### src/rtl/mod_mul_arbiter.sv
// mod_mul_arbiter: round-robin front end for a shared pipelined
// Barrett modular multiplier, with tag-based result routing.
module mod_mul_arbiter #(
  parameter int NUM_REQ = 4,
  parameter int LATENCY = 10,
  parameter int WIDTH   = 32
) (
  input  logic                     iClk,
  input  logic                     iRstN,
  input  logic [NUM_REQ-1:0]       iReqValid,
  output logic [NUM_REQ-1:0]       oReqReady,
  input  logic [NUM_REQ*WIDTH-1:0] iReqData0,
  input  logic [NUM_REQ*WIDTH-1:0] iReqData1,
  output logic [NUM_REQ-1:0]       oRspValid,
  output logic [WIDTH-1:0]         oRspData,
  input  logic                     iCfgValid,
  input  logic [WIDTH-1:0]         iCfgMod,
  input  logic [2*WIDTH-1:0]       iCfgU,
  output logic                     oCfgReady,
  output logic                     oBusy,
  output logic                     oMulEn,
  output logic                     oMulClr,
  output logic [WIDTH-1:0]         oMulData0,
  output logic [WIDTH-1:0]         oMulData1,
  output logic [WIDTH-1:0]         oMulMod,
  output logic [2*WIDTH-1:0]       oMulU,
  input  logic [WIDTH-1:0]         iMulData
);

  localparam int IW = $clog2(NUM_REQ);
  localparam int CW = $clog2(LATENCY + 2);

  localparam logic [1:0] S_UNCFG = 2'd0;
  localparam logic [1:0] S_RUN   = 2'd1;
  localparam logic [1:0] S_DRAIN = 2'd2;

  logic [1:0]                  state_q, state_d;
  logic [IW-1:0]               ptr_q, ptr_d;
  logic [CW-1:0]               cnt_q, cnt_d;
  logic [LATENCY:0]            tag_vld_q;
  logic [LATENCY:0][IW-1:0]    tag_idx_q;
  logic [NUM_REQ-1:0]          rsp_vld_q, rsp_vld_d;
  logic [WIDTH-1:0]            rsp_data_q;
  logic [WIDTH-1:0]            mul_a_q, mul_b_q;
  logic [WIDTH-1:0]            mod_q;
  logic [2*WIDTH-1:0]          u_q;
  logic                        en_q, clr_q;

  logic                        gnt_any;
  logic [IW-1:0]               gnt_idx;
  logic [IW:0]                 pos;
  logic [IW:0]                 nxt;
  logic [NUM_REQ-1:0]          gnt;
  logic [WIDTH-1:0]            op_a, op_b;
  logic                        retire;
  logic                        drained;
  logic                        cfg_acc;

  // Wrapping search starting at the pointer; no grant while cfg waits.
  always_comb begin
    gnt_any = 1'b0;
    gnt_idx = '0;
    pos     = '0;
    if (state_q == S_RUN && !iCfgValid) begin
      for (int k = 0; k < NUM_REQ; k++) begin
        pos = {1'b0, ptr_q} + (IW+1)'(k);
        if (pos >= (IW+1)'(NUM_REQ))
          pos = pos - (IW+1)'(NUM_REQ);
        if (!gnt_any && iReqValid[pos[IW-1:0]]) begin
          gnt_any = 1'b1;
          gnt_idx = pos[IW-1:0];
        end
      end
    end
  end

  always_comb begin
    gnt  = '0;
    op_a = '0;
    op_b = '0;
    for (int k = 0; k < NUM_REQ; k++) begin
      if (gnt_any && gnt_idx == IW'(k)) begin
        gnt[k] = 1'b1;
        op_a   = iReqData0[k*WIDTH +: WIDTH];
        op_b   = iReqData1[k*WIDTH +: WIDTH];
      end
    end
  end

  always_comb begin
    nxt = {1'b0, gnt_idx} + 1'b1;
    if (nxt == (IW+1)'(NUM_REQ))
      nxt = '0;
    ptr_d = gnt_any ? nxt[IW-1:0] : ptr_q;
  end

  assign retire  = tag_vld_q[LATENCY];
  assign drained = (cnt_q == '0) && !(|rsp_vld_q);
  assign cfg_acc = iCfgValid &&
                   (state_q == S_UNCFG ||
                    (state_q == S_DRAIN && drained));

  always_comb begin
    state_d = state_q;
    unique case (state_q)
      S_UNCFG: if (cfg_acc)   state_d = S_RUN;
      S_RUN:   if (iCfgValid) state_d = S_DRAIN;
      S_DRAIN: if (cfg_acc)   state_d = S_RUN;
      default:                state_d = S_UNCFG;
    endcase
  end

  always_comb begin
    cnt_d = cnt_q + CW'(gnt_any) - CW'(retire);
    rsp_vld_d = '0;
    if (retire)
      rsp_vld_d[tag_idx_q[LATENCY]] = 1'b1;
  end

  always_ff @(posedge iClk) begin
    if (!iRstN) begin
      state_q    <= S_UNCFG;
      ptr_q      <= '0;
      cnt_q      <= '0;
      tag_vld_q  <= '0;
      tag_idx_q  <= '0;
      rsp_vld_q  <= '0;
      rsp_data_q <= '0;
      mul_a_q    <= '0;
      mul_b_q    <= '0;
      mod_q      <= '0;
      u_q        <= '0;
      en_q       <= 1'b0;
      clr_q      <= 1'b1;
    end else begin
      state_q   <= state_d;
      ptr_q     <= ptr_d;
      cnt_q     <= cnt_d;
      tag_vld_q <= {tag_vld_q[LATENCY-1:0], gnt_any};
      tag_idx_q <= {tag_idx_q[LATENCY-1:0], gnt_idx};
      rsp_vld_q <= rsp_vld_d;
      en_q      <= 1'b1;
      clr_q     <= cfg_acc;
      if (retire)
        rsp_data_q <= iMulData;
      if (gnt_any) begin
        mul_a_q <= op_a;
        mul_b_q <= op_b;
      end
      if (cfg_acc) begin
        mod_q <= iCfgMod;
        u_q   <= iCfgU;
      end
    end
  end

  assign oReqReady = gnt;
  assign oCfgReady = cfg_acc;
  assign oRspValid = rsp_vld_q;
  assign oRspData  = rsp_data_q;
  assign oBusy     = (cnt_q != '0);
  assign oMulEn    = en_q;
  assign oMulClr   = clr_q;
  assign oMulData0 = mul_a_q;
  assign oMulData1 = mul_b_q;
  assign oMulMod   = mod_q;
  assign oMulU     = u_q;

endmodule

### config.mk
export PLATFORM = sky130hd
export DESIGN_NAME = mod_mul_arbiter
export DESIGN_NICKNAME = d
export VERILOG_FILES = /design/src/rtl/mod_mul_arbiter.sv
export SDC_FILE = /design/constraint.sdc
export NUM_CORES = 1
export LEC_CHECK = 0
export ABC_AREA = 1
export CORE_AREA = 3 3 231 233
export DETAILED_ROUTE_END_ITERATION = 12
export DIE_AREA = 0 0 234 236
export GPL_ROUTABILITY_DRIVEN = 0
export PLACE_DENSITY_LB_ADDON = 0.2
export SYNTH_ARGS = -nofsm -noshare
export SYNTH_HDL_FRONTEND = slang
export SYNTH_SLANG_ARGS = --single-unit
### constraint.sdc
create_clock -name iClk -period 5.3 [get_ports iClk]
set_clock_uncertainty 0.2 [all_clocks]
set_input_delay 0.53 -clock iClk [delete_from_list [all_inputs] [get_ports iClk]]
set_output_delay 0.53 -clock iClk [all_outputs]
set_load 0.1 [all_outputs]
; Word level (Yosys, flattened, before mapping)
; Cells that the tools add are included.
; Widths: inputs -> output; s select.
[word_totals]
wordCells = 125
in_bits = 391
out_inout_bits = 204
regBits = 239
[classes]
n_addsub = 10
mux = 48
n_eq_ne = 8
n_reduce_logical = 26
order_cmp = 10
[ops]
columns = operator, n
row1 = $mux 32, 8
row2 = $mux 2, 16
row3 = $mux 1, 18
row4 = $lt 2x3->1 const B, 5
row5 = $logic_and 1x1->1, 12
row6 = $ge 3x3->1 const B, 3
row7 = $bmux 1 s2, 4
row8 = $sub 2x1->2 const B, 4
row9 = $add 2x1->3 const B, 2
row10 = $add 2x2->3 const B, 2
row11 = $eq 2x2->1 const B, 3
row12 = $logic_not 1->1, 5
row13 = $add 4x1->4, 1
row14 = $eq 2x1->1 const B, 2
row15 = $logic_not 2->1, 2
row16 = $logic_not 4->1, 1
row17 = $pmux 2 s2, 1
row18 = $reduce_and 2->1, 2
row19 = $reduce_bool 4->1, 1
row20 = $reduce_or 4->1, 1
row21 = $sub 4x1->4, 1
row22 = $eq 3x3->1 const B, 1
row23 = $ge 2x3->1 const B, 1
row24 = $demux 1 s2, 1
row25 = 5 further kinds, 5

; Logic depth before layout (Yosys ltp)
; Gate-level depths: netlist (run 1).
[depth]
depth_word = 25
mapped_depth = 22
depth_no_buf = 20

; Worst setup path before layout (run 1)
; Ideal clock, no wire load.
[synth_path]
path_type = input to output
start = input port iCfgValid
end = output port oReqReady[2]
path_buffers = 4
path_slack_ns = 1.799
stages = 10
required_time_ns = 4.570
arrival_ns = 2.771
path_cell_list = nor3_2 buf_2 clkbuf_1 nand3_1 inv_1 ha_1 clkbuf_1 inv_1 nor2_4 buf_2
[synth_between]
elab_chain_cells = 6
elab_cells_between_ends = 7
classes_between = eq/ne (1) / mux (3) / reduce/logical (3)
[synth_lines]
columns = item, line
row1 = "start, declared", 16  ; input logic iCfgValid,
row2 = $logic_not 1->1, 64  ; if (state_q == S_RUN && !iCfgValid) begin
row3 = $logic_and 1x1->1, 64
row4 = $mux 2, 64
row5 = net gnt_idx[1], 50  ; logic [IW-1:0] gnt_idx;
row6 = $eq 2x2->1, 82  ; if (gnt_any && gnt_idx == IW'(k)) begin
row7 = $logic_and 1x1->1, 82
row8 = $mux 1, 82
row9 = "end, declared", 11  ; output logic [NUM_REQ-1:0] oReqReady,
; The timed path passes the listed nets, and every way through them passes these cells.

; Final worst setup path (run 1)
[layout_path]
start = register ptr_q[0]
end = output port oReqReady[3]
[layout_between]
elab_chain_cells = 22
elab_cells_between_ends = 49
classes_between = add/sub (7) / order compare (4) / eq/ne (1) / mux (30) / reduce/logical (7)
[layout_lines]
columns = item, line
row1 = "start, declared", 38  ; logic [IW-1:0] ptr_q, ptr_d;
row2 = "start signal, assigned", 137  ; ptr_q <= ptr_d;
row3 = $ge 2x3->1 / $sub 2x1->2 (equally long branches), "67, 68"
row4 = $mux 2, 67  ; if (pos >= (IW+1)'(NUM_REQ))
row5 = $mux 2, 64
row6 = $bmux 1 s2, 69  ; if (!gnt_any && iReqValid[pos[IW-1:0]]) begin
row7 = $mux 1 (implied by the code), 69
row8 = $mux 1, 69
row9 = $mux 1, 64
row10 = $logic_not 1->1, 69
row11 = (+7 left out), --
row12 = $logic_not 1->1, 69
row13 = $logic_and 1x1->1, 69
row14 = $mux 2 *, 69
row15 = $mux 2 *, 64
row16 = net gnt_idx[0], 50
row17 = $eq 2x2->1 *, 82
row18 = $logic_and 1x1->1 *, 82
row19 = $mux 1 *, 82
; The timed path passes the listed nets; every way through them passes the cells marked *. The select of a mux whose other input is x is not followed.

==> impl_results.md, run 1 <==
- Postcts setup bufs: 0
- # clock sinks: about 240
- Die height: between 200 and 250 µm
- Routed wire length per instance: 17.2 µm
- Commonest non-fill, non-tap cell in the layout: clkdlybuf4s50_1
- Critical path capture point type: output port
- WS Path Type: flop to output port
- Leak: a little under 9 nW
- Nets: approximately 2700
- Initial DRC count: 824
- Num ports: roughly 600
- Drt total wl: ~53 mm
- Final min period: roughly 4.7 ns
- Worst VDD drop: between 0.2 and 0.25 mV
- Final period util: 0.887
- Hold Slack: 0.203 ns
- Die area: 55200 µm²
- Die Wd: about 230 µm
- # DRC: 0
- Area grow syn2layout: 63.2%
- Critical Path AT: slightly below 4 ns
- Clk_lat worst skew: 0.57 ns
- Maximum clock path buffer count: 3
- Worst relative slew slack: 0.186
- Core ar.: 51400 µm²
- Setup TNS: 0 ns
- Syn Nets: roughly 2200
- Final antenna-violating net count: 0
- Share of cells above drive strength 1: 0.0384
- Root Buffer: clkbuf_16
- Max_cap viols: 0
- Critical path data required time: ~4.6 ns
- Max Slew Vio Count: 0
- Distinct cells, synth: 34
- Grt total ovfl: 0
- Ys async rst share: 0
- Cell row count: between 80 and 90
- Worst-path fanout max: 13
- Vias per Instance: 4.41
- First-pass DRT Iterations: 5
- Final Setup Violations: 0
- Mapped cell area: roughly 12000 µm²
- Post-CTS Hold Fix Bufs: 0
- DR vias: between 10000 and 15000
- Initial antenna violation count: 14
- Total GRT Usage: 0.181
- Synth Instances: roughly 1800
- Register bit count reported by yosys: between 200 and 250
- CTS tree: done
- Num CTS Buffers: 30
- Run status: finished, final reports clean
- Reg clk slew, reported paths: around 0.060 ns
- HPWL Detailed: approximately 39 mm
- Least-Margin Pin Slew: between 1 and 1.5 ns
- Hold Crit Class: flop to flop
- Commonest non-fill, non-tap cells in the layout: clkdlybuf4s50_1, nor2_1, nand2_1
- Initial core utilization: 0.230
- Ys flop type: dfxtp_1
- First-pass GRT wire length: approximately 78 mm
- Vias in the first global route: 12886
- Post-synth EDFFs: 0
- Critical Path Source Type: flop
- Final hold viol count: 0
- RSZ-0062 raised after global routing: false
- Post-CTS sizing: 0
- Count of input and output buffers: between 500 and 600
- YS warnings: 0
- Seq/Total Area, Yosys: 0.405
- P per Cell Area: slightly below 300 nW/µm²
- Fmax: ~0.21 GHz
- Pin count of the biggest net entering global routing: approximately 120
- Number of H-tree levels: 1
- Average cell area after synthesis: 6.39 µm²
[path summary, 6_finish.rpt]
kind                           startpoint                    endpoint  slack (ns)  depth (start not counted)
hold / removal    tag_idx_q[2]$_SDFF_PN0_     tag_idx_q[4]$_SDFF_PN0_        0.20                          2
setup reg to reg    ptr_q[0]$_SDFFE_PN0P_  oMulData1[31]$_SDFFE_PN0P_        1.04                         20
setup / recovery    ptr_q[0]$_SDFFE_PN0P_                oReqReady[3]        0.60                         15
hold reg to reg   tag_idx_q[2]$_SDFF_PN0_     tag_idx_q[4]$_SDFF_PN0_        0.20                          2
[Yosys cell counts, types with 2 or more instances]
cell type / n / area (µm²)
clkbuf_1: 80 / 300
nor3_1: 4 / 20.0
buf_6: 2 / 22.5
nor2_2: 2 / 12.5
nor2_1: 426 / 1600
buf_4: 13 / 97.6
o21ai_1: 2 / 10.0
inv_1: 188 / 706
nand4_1: 127 / 795
buf_2: 39 / 195
a21oi_1: 79 / 395
o211ai_1: 12 / 90.1
ha_1: 9 / 113
nor2_4: 3 / 33.8
nand3_1: 28 / 140
dfxtp_1: 239 / 4780
buf_1: 7 / 26.3
clkinv_1: 5 / 18.8
o21ai_0: 142 / 711
nand2_1: 424 / 1590
inv_2: 4 / 15.0
[final cells by class]
cell class,count,area (µm²)
antenna,12,30.0
tap,680,851
fill,5393,32100
clock inverter,15,235
sequential,239,4780
multi-input combinational,1270,5670
clock buffer,41,862
timing repair buffer,607,6090
inverter,198,747
[flip-flops by register name, indices dropped and copies added (netlist names)]
signal and flops:
state_q 2, oMulData1 32, oRspValid 4, tag_vld_q 11, cnt_q 4, oMulClr 1, oMulData0 32, tag_idx_q 22
oMulU 64, ptr_q 2, oMulEn 1, oMulMod 32, oRspData 32
[where the power goes]
| group | switching, W | internal [W] |
|---|---|---|
| clock | 0.000853 | 0.00139 |
| sequential | 0.0000401 | 0.00188 |
| combinational | 0.000956 | 0.000477 |
[logic make-up (layout without fill, tap and decap cells)]
| family | after synthesis | in the layout | synth area share |
|---|---|---|---|
| adders and majority gates | 10 | 10 | 0.0112 |
| xor gates and xnor gates | 2 | 2 | 0.00148 |
| AOI/OAI and AO/OA | 237 | 237 | 0.104 |
| and+or+nand+nor | 1021 | 1021 | 0.361 |
| buffers and inverters | 339 | 861 | 0.118 |
| other | 0 | 12 | 0 |
| DFF | 239 | 239 | 0.405 |
[stage by stage]
step | cell area (µm²) | util | setup slack [ns] | total power (W) | std cells
5_1_grt | 19300 | 0.375 | 0.172 | 0.00582 | 3060
3_5_place_dp | 18100 | 0.353 | 0.817 | 0.00340 | 2994
6_report | 19300 | 0.375 | 0.601 | 0.00559 | 3062
3_3_place_gp | 18100 | 0.353 | 0.856 | 0.00339 | 2994
4_1_cts | 19200 | 0.374 | 0.572 | 0.00568 | 3050
2_1_floorplan | 11800 | - | 1.80 | 0.00284 | 1848
[routing by layer]
| layer | global-route usage | vias up | wire length (µm) | part of all wire |
|---|---|---|---|---|
| met5 | 0 | - | 40 | 0.00076 |
| met4 | 0.0642 | 6 | 1480 | 0.028 |
| met3 | 0.0516 | 78 | 4430 | 0.084 |
| met2 | 0.322 | 468 | 26500 | 0.50 |
| met1 | 0.204 | 6136 | 20200 | 0.38 |
| li1 | - | 6820 | - | - |
[critical path: stages (launching register included)]
cell and delay (ns):
dfxtp_1 0.55, inv_1 0.19, nand2_1 0.11, nand2_1 0.09, nand2_1 0.09, nand2_1 0.06
nor2_2 0.17, nand2_1 0.09, inv_1 0.09, nor2_1 0.05, xor2_1 0.14, nor2_1 0.33
ha_1 0.53, nand2_1 0.35, inv_2 0.31, buf_12 0.21
No activity file was read; power rests on OpenSTA's default activity.
==> run 2, diff against run 1 <==
==> constraint.sdc (replaced) <==
create_clock -name iClk -period 4.3 [get_ports iClk]
set_clock_uncertainty 0.2 [all_clocks]
set_input_delay 0.43 -clock iClk [delete_from_list [all_inputs] [get_ports iClk]]
set_output_delay 0.43 -clock iClk [all_outputs]
set_load 0.1 [all_outputs]
==> run 2 against run 1 <==
  * Final cell count unchanged
  * Global-route usage grew 0.17 points
  * Combinational power up 24%
  * Sequential cell count unchanged
  * Setup slack got worse by 0.34 ns
==> impl_results.md, run 2 (synthesis gave the netlist of run 1 again) <==
- First-pass DRT Iterations: 5 (unchanged)
- Final antenna-violating net count: 0 (unchanged)
- Die Wd: 234 µm (unchanged)
- Least-Margin Pin Slew: 1.13 ns (-0.0950 ns)
- Area grow syn2layout: 63.0%
- Register area: 4790 µm² (about the same)
- Critical Path AT: 3.41 ns (-0.56 ns)
- Critical path capture point type: output port
- Vias in the first global route: 13189 (+2.4%)
- Fmax: roughly 0.25 GHz
- Worst VDD drop: 0.248 mV (+1.2%)
- P per Cell Area: 346 nW/µm² (+19%)
- Final period util: 0.939
- Critical path data required time: 3.67 ns (-0.90 ns)
- Max Slew Vio Count: 0 (unchanged)
- Total Power: 0.00666 W (+19%)
- Max reg flops: 64 (unchanged)
- Placed cells: 3002 (+0.27%)
- Die area: 55200 µm² (unchanged)
- WS Path Type: flop to output port
- Max_cap viols: 0 (unchanged)
- Commonest non-fill, non-tap cell in the layout: clkdlybuf4s50_1
- Pre-CTS setup slack: 0.355 ns (-0.462 ns)
- Die height: 236 µm (unchanged)
- Final Cell Area: 19200 µm² (-0.14%)
- Final Setup Violations: 0 (unchanged)
- Placed cell areas: 18200 µm² (+0.52%)
- Vias per Instance: 4.43 (+0.45%)
- Number of H-tree levels: 1 (unchanged)
- First-pass GRT wire length: 79.6 mm (+1.8%)
- Hold Crit Class: input port to flop
- Pin count of the biggest net entering global routing: 125 (+1.6%)
- Initial DRC count: 756 (-8.3%)
- Nets: 2755 (+0.29%)
- Multi-input gate area: 5680 µm² (+0.20%)
- Critical Path Source Type: flop
- Initial antenna violation count: 9 (-5)
- DR vias: 13569 (+0.45%)
- Worst-path fanout max: 31 (+18)
- Fill cell count: 5445 (+0.96%)
- Final hold viol count: 0 (unchanged)
- Share of cells above drive strength 1: 0.0413 (+0.00288)
- Drt total wl: 53.3 mm (+1.1%)
- # DRC: 0 (unchanged)
- Total GRT Usage: 0.182 (+0.00174)
- Reg clk slew, reported paths: 0.06 ns (about the same)
- Core ar.: 51400 µm² (unchanged)
- HPWL Detailed: 39.8 mm (+3.0%)
- Num ports: 595 (unchanged)
- Postcts setup bufs: 0 (unchanged)
- RSZ-0062 raised after global routing: true
- Setup WS post-layout: 0.264 ns (-0.337 ns)
- Final min period: 4.04 ns
- Worst relative slew slack: 0.247 (+0.0610)
- Root Buffer: clkbuf_16
- Leak: 8.74 nW (about the same)
- Maximum clock path buffer count: 3 (unchanged)
- Routed wire length per instance: 17.4 µm (+1.1%)
- CTS tree: done
- Grt total ovfl: 0 (unchanged)
- Initial core utilization: 0.230 (unchanged)
- Commonest non-fill, non-tap cells in the layout: clkdlybuf4s50_1, nor2_1, nand2_1
- Cell row count: 83 (unchanged)
- Num CTS Buffers: 29 (-3.3%)
- # clock sinks: 239 (unchanged)
- Clk_lat worst skew: 0.54 ns (-0.03 ns)
- Count of input and output buffers: 594 (unchanged)
- Finished Layout Cells: 3062 (unchanged)
- Run status: finished, final reports clean
- Util after Layout: 0.374 (-0.000535)
[run 2: cell types whose count changed in the layout (fill, tap and decap cells not counted), sizes merged]
cell and change:
buf +9, bufinv -1, clkbuf -3, clkdlybuf4s50 -1, clkinv -1, clkinvlp +1
diode -4, inv -1, nor2 +1
[run 2: repair_timing]
item	CTS	global route
endpoints found under the setup margin	2	4
hold buffers	0	0
gates cloned	0	1
pin swaps	1	1
resized for setup	2	2
[run 2: path summary, 6_finish.rpt]
| check | slack [ns] | end | start | cells after the start |
|---|---|---|---|---|
| setup / recovery | 0.26 | oReqReady[0] | ptr_q[0]$_SDFFE_PN0P_ | 14 |
| hold / removal | 0.14 | oMulClr$_SDFF_PN1_ | iRstN | 2 |
| hold reg to reg | 0.21 | tag_idx_q[19]$_SDFF_PN0_ | tag_idx_q[17]$_SDFF_PN0_ | 2 |
| setup reg to reg | 0.70 | oMulData1[5]$_SDFFE_PN0P_ | ptr_q[0]$_SDFFE_PN0P_ | 18 |
[run 2: worst max-delay path, cell delays in order (launching register included)]
cell,delay [ns]
dfxtp_2,0.44
inv_1,0.16
nand2_1,0.09
nand2_1,0.11
nand2_1,0.10
nand2_1,0.07
nor2_2,0.18
nand3_4,0.26
nand2_8,0.31
nor2_2,0.13
inv_1,0.13
ha_2,0.19
inv_1,0.10
nor2_4,0.35
buf_12,0.23
[run 2: metrics by stage]
stage,hold WS (ns),setup TNS [ns]
after floorplan,0.190,0
final,0.136,0
after CTS,0.127,-0.00773
after global placement,0.193,0
after global routing,0.156,-0.00241
after detailed placement,0.198,0
[run 2: report_power, final]
group | switching, W | internal (W) | total [W]
Clock | 0.000984 | 0.00154 | 0.00252
Combinational | 0.00119 | 0.000591 | 0.00178
Sequential | 0.0000489 | 0.00232 | 0.00237
[run 2: layout make-up]
class	instances	share of cell area
inverters	198	0.0390
clock inverters	13	0.00885
well taps	680	0.0442
repair buffers	615	0.321
multi-input cells	1271	0.295
clock buffers	38	0.0416
diodes	8	0.00104
flip-flops and latches	239	0.249
[run 2: per-layer routing]
| metal | up-vias | share of wire | global-route usage |
|---|---|---|---|
| li1 | 6827 | - | - |
| met1 | 6204 | 0.39 | 0.209 |
| met2 | 466 | 0.51 | 0.331 |
| met3 | 70 | 0.078 | 0.0489 |
| met4 | 2 | 0.021 | 0.0475 |
| met5 | - | 0.00023 | 0 |
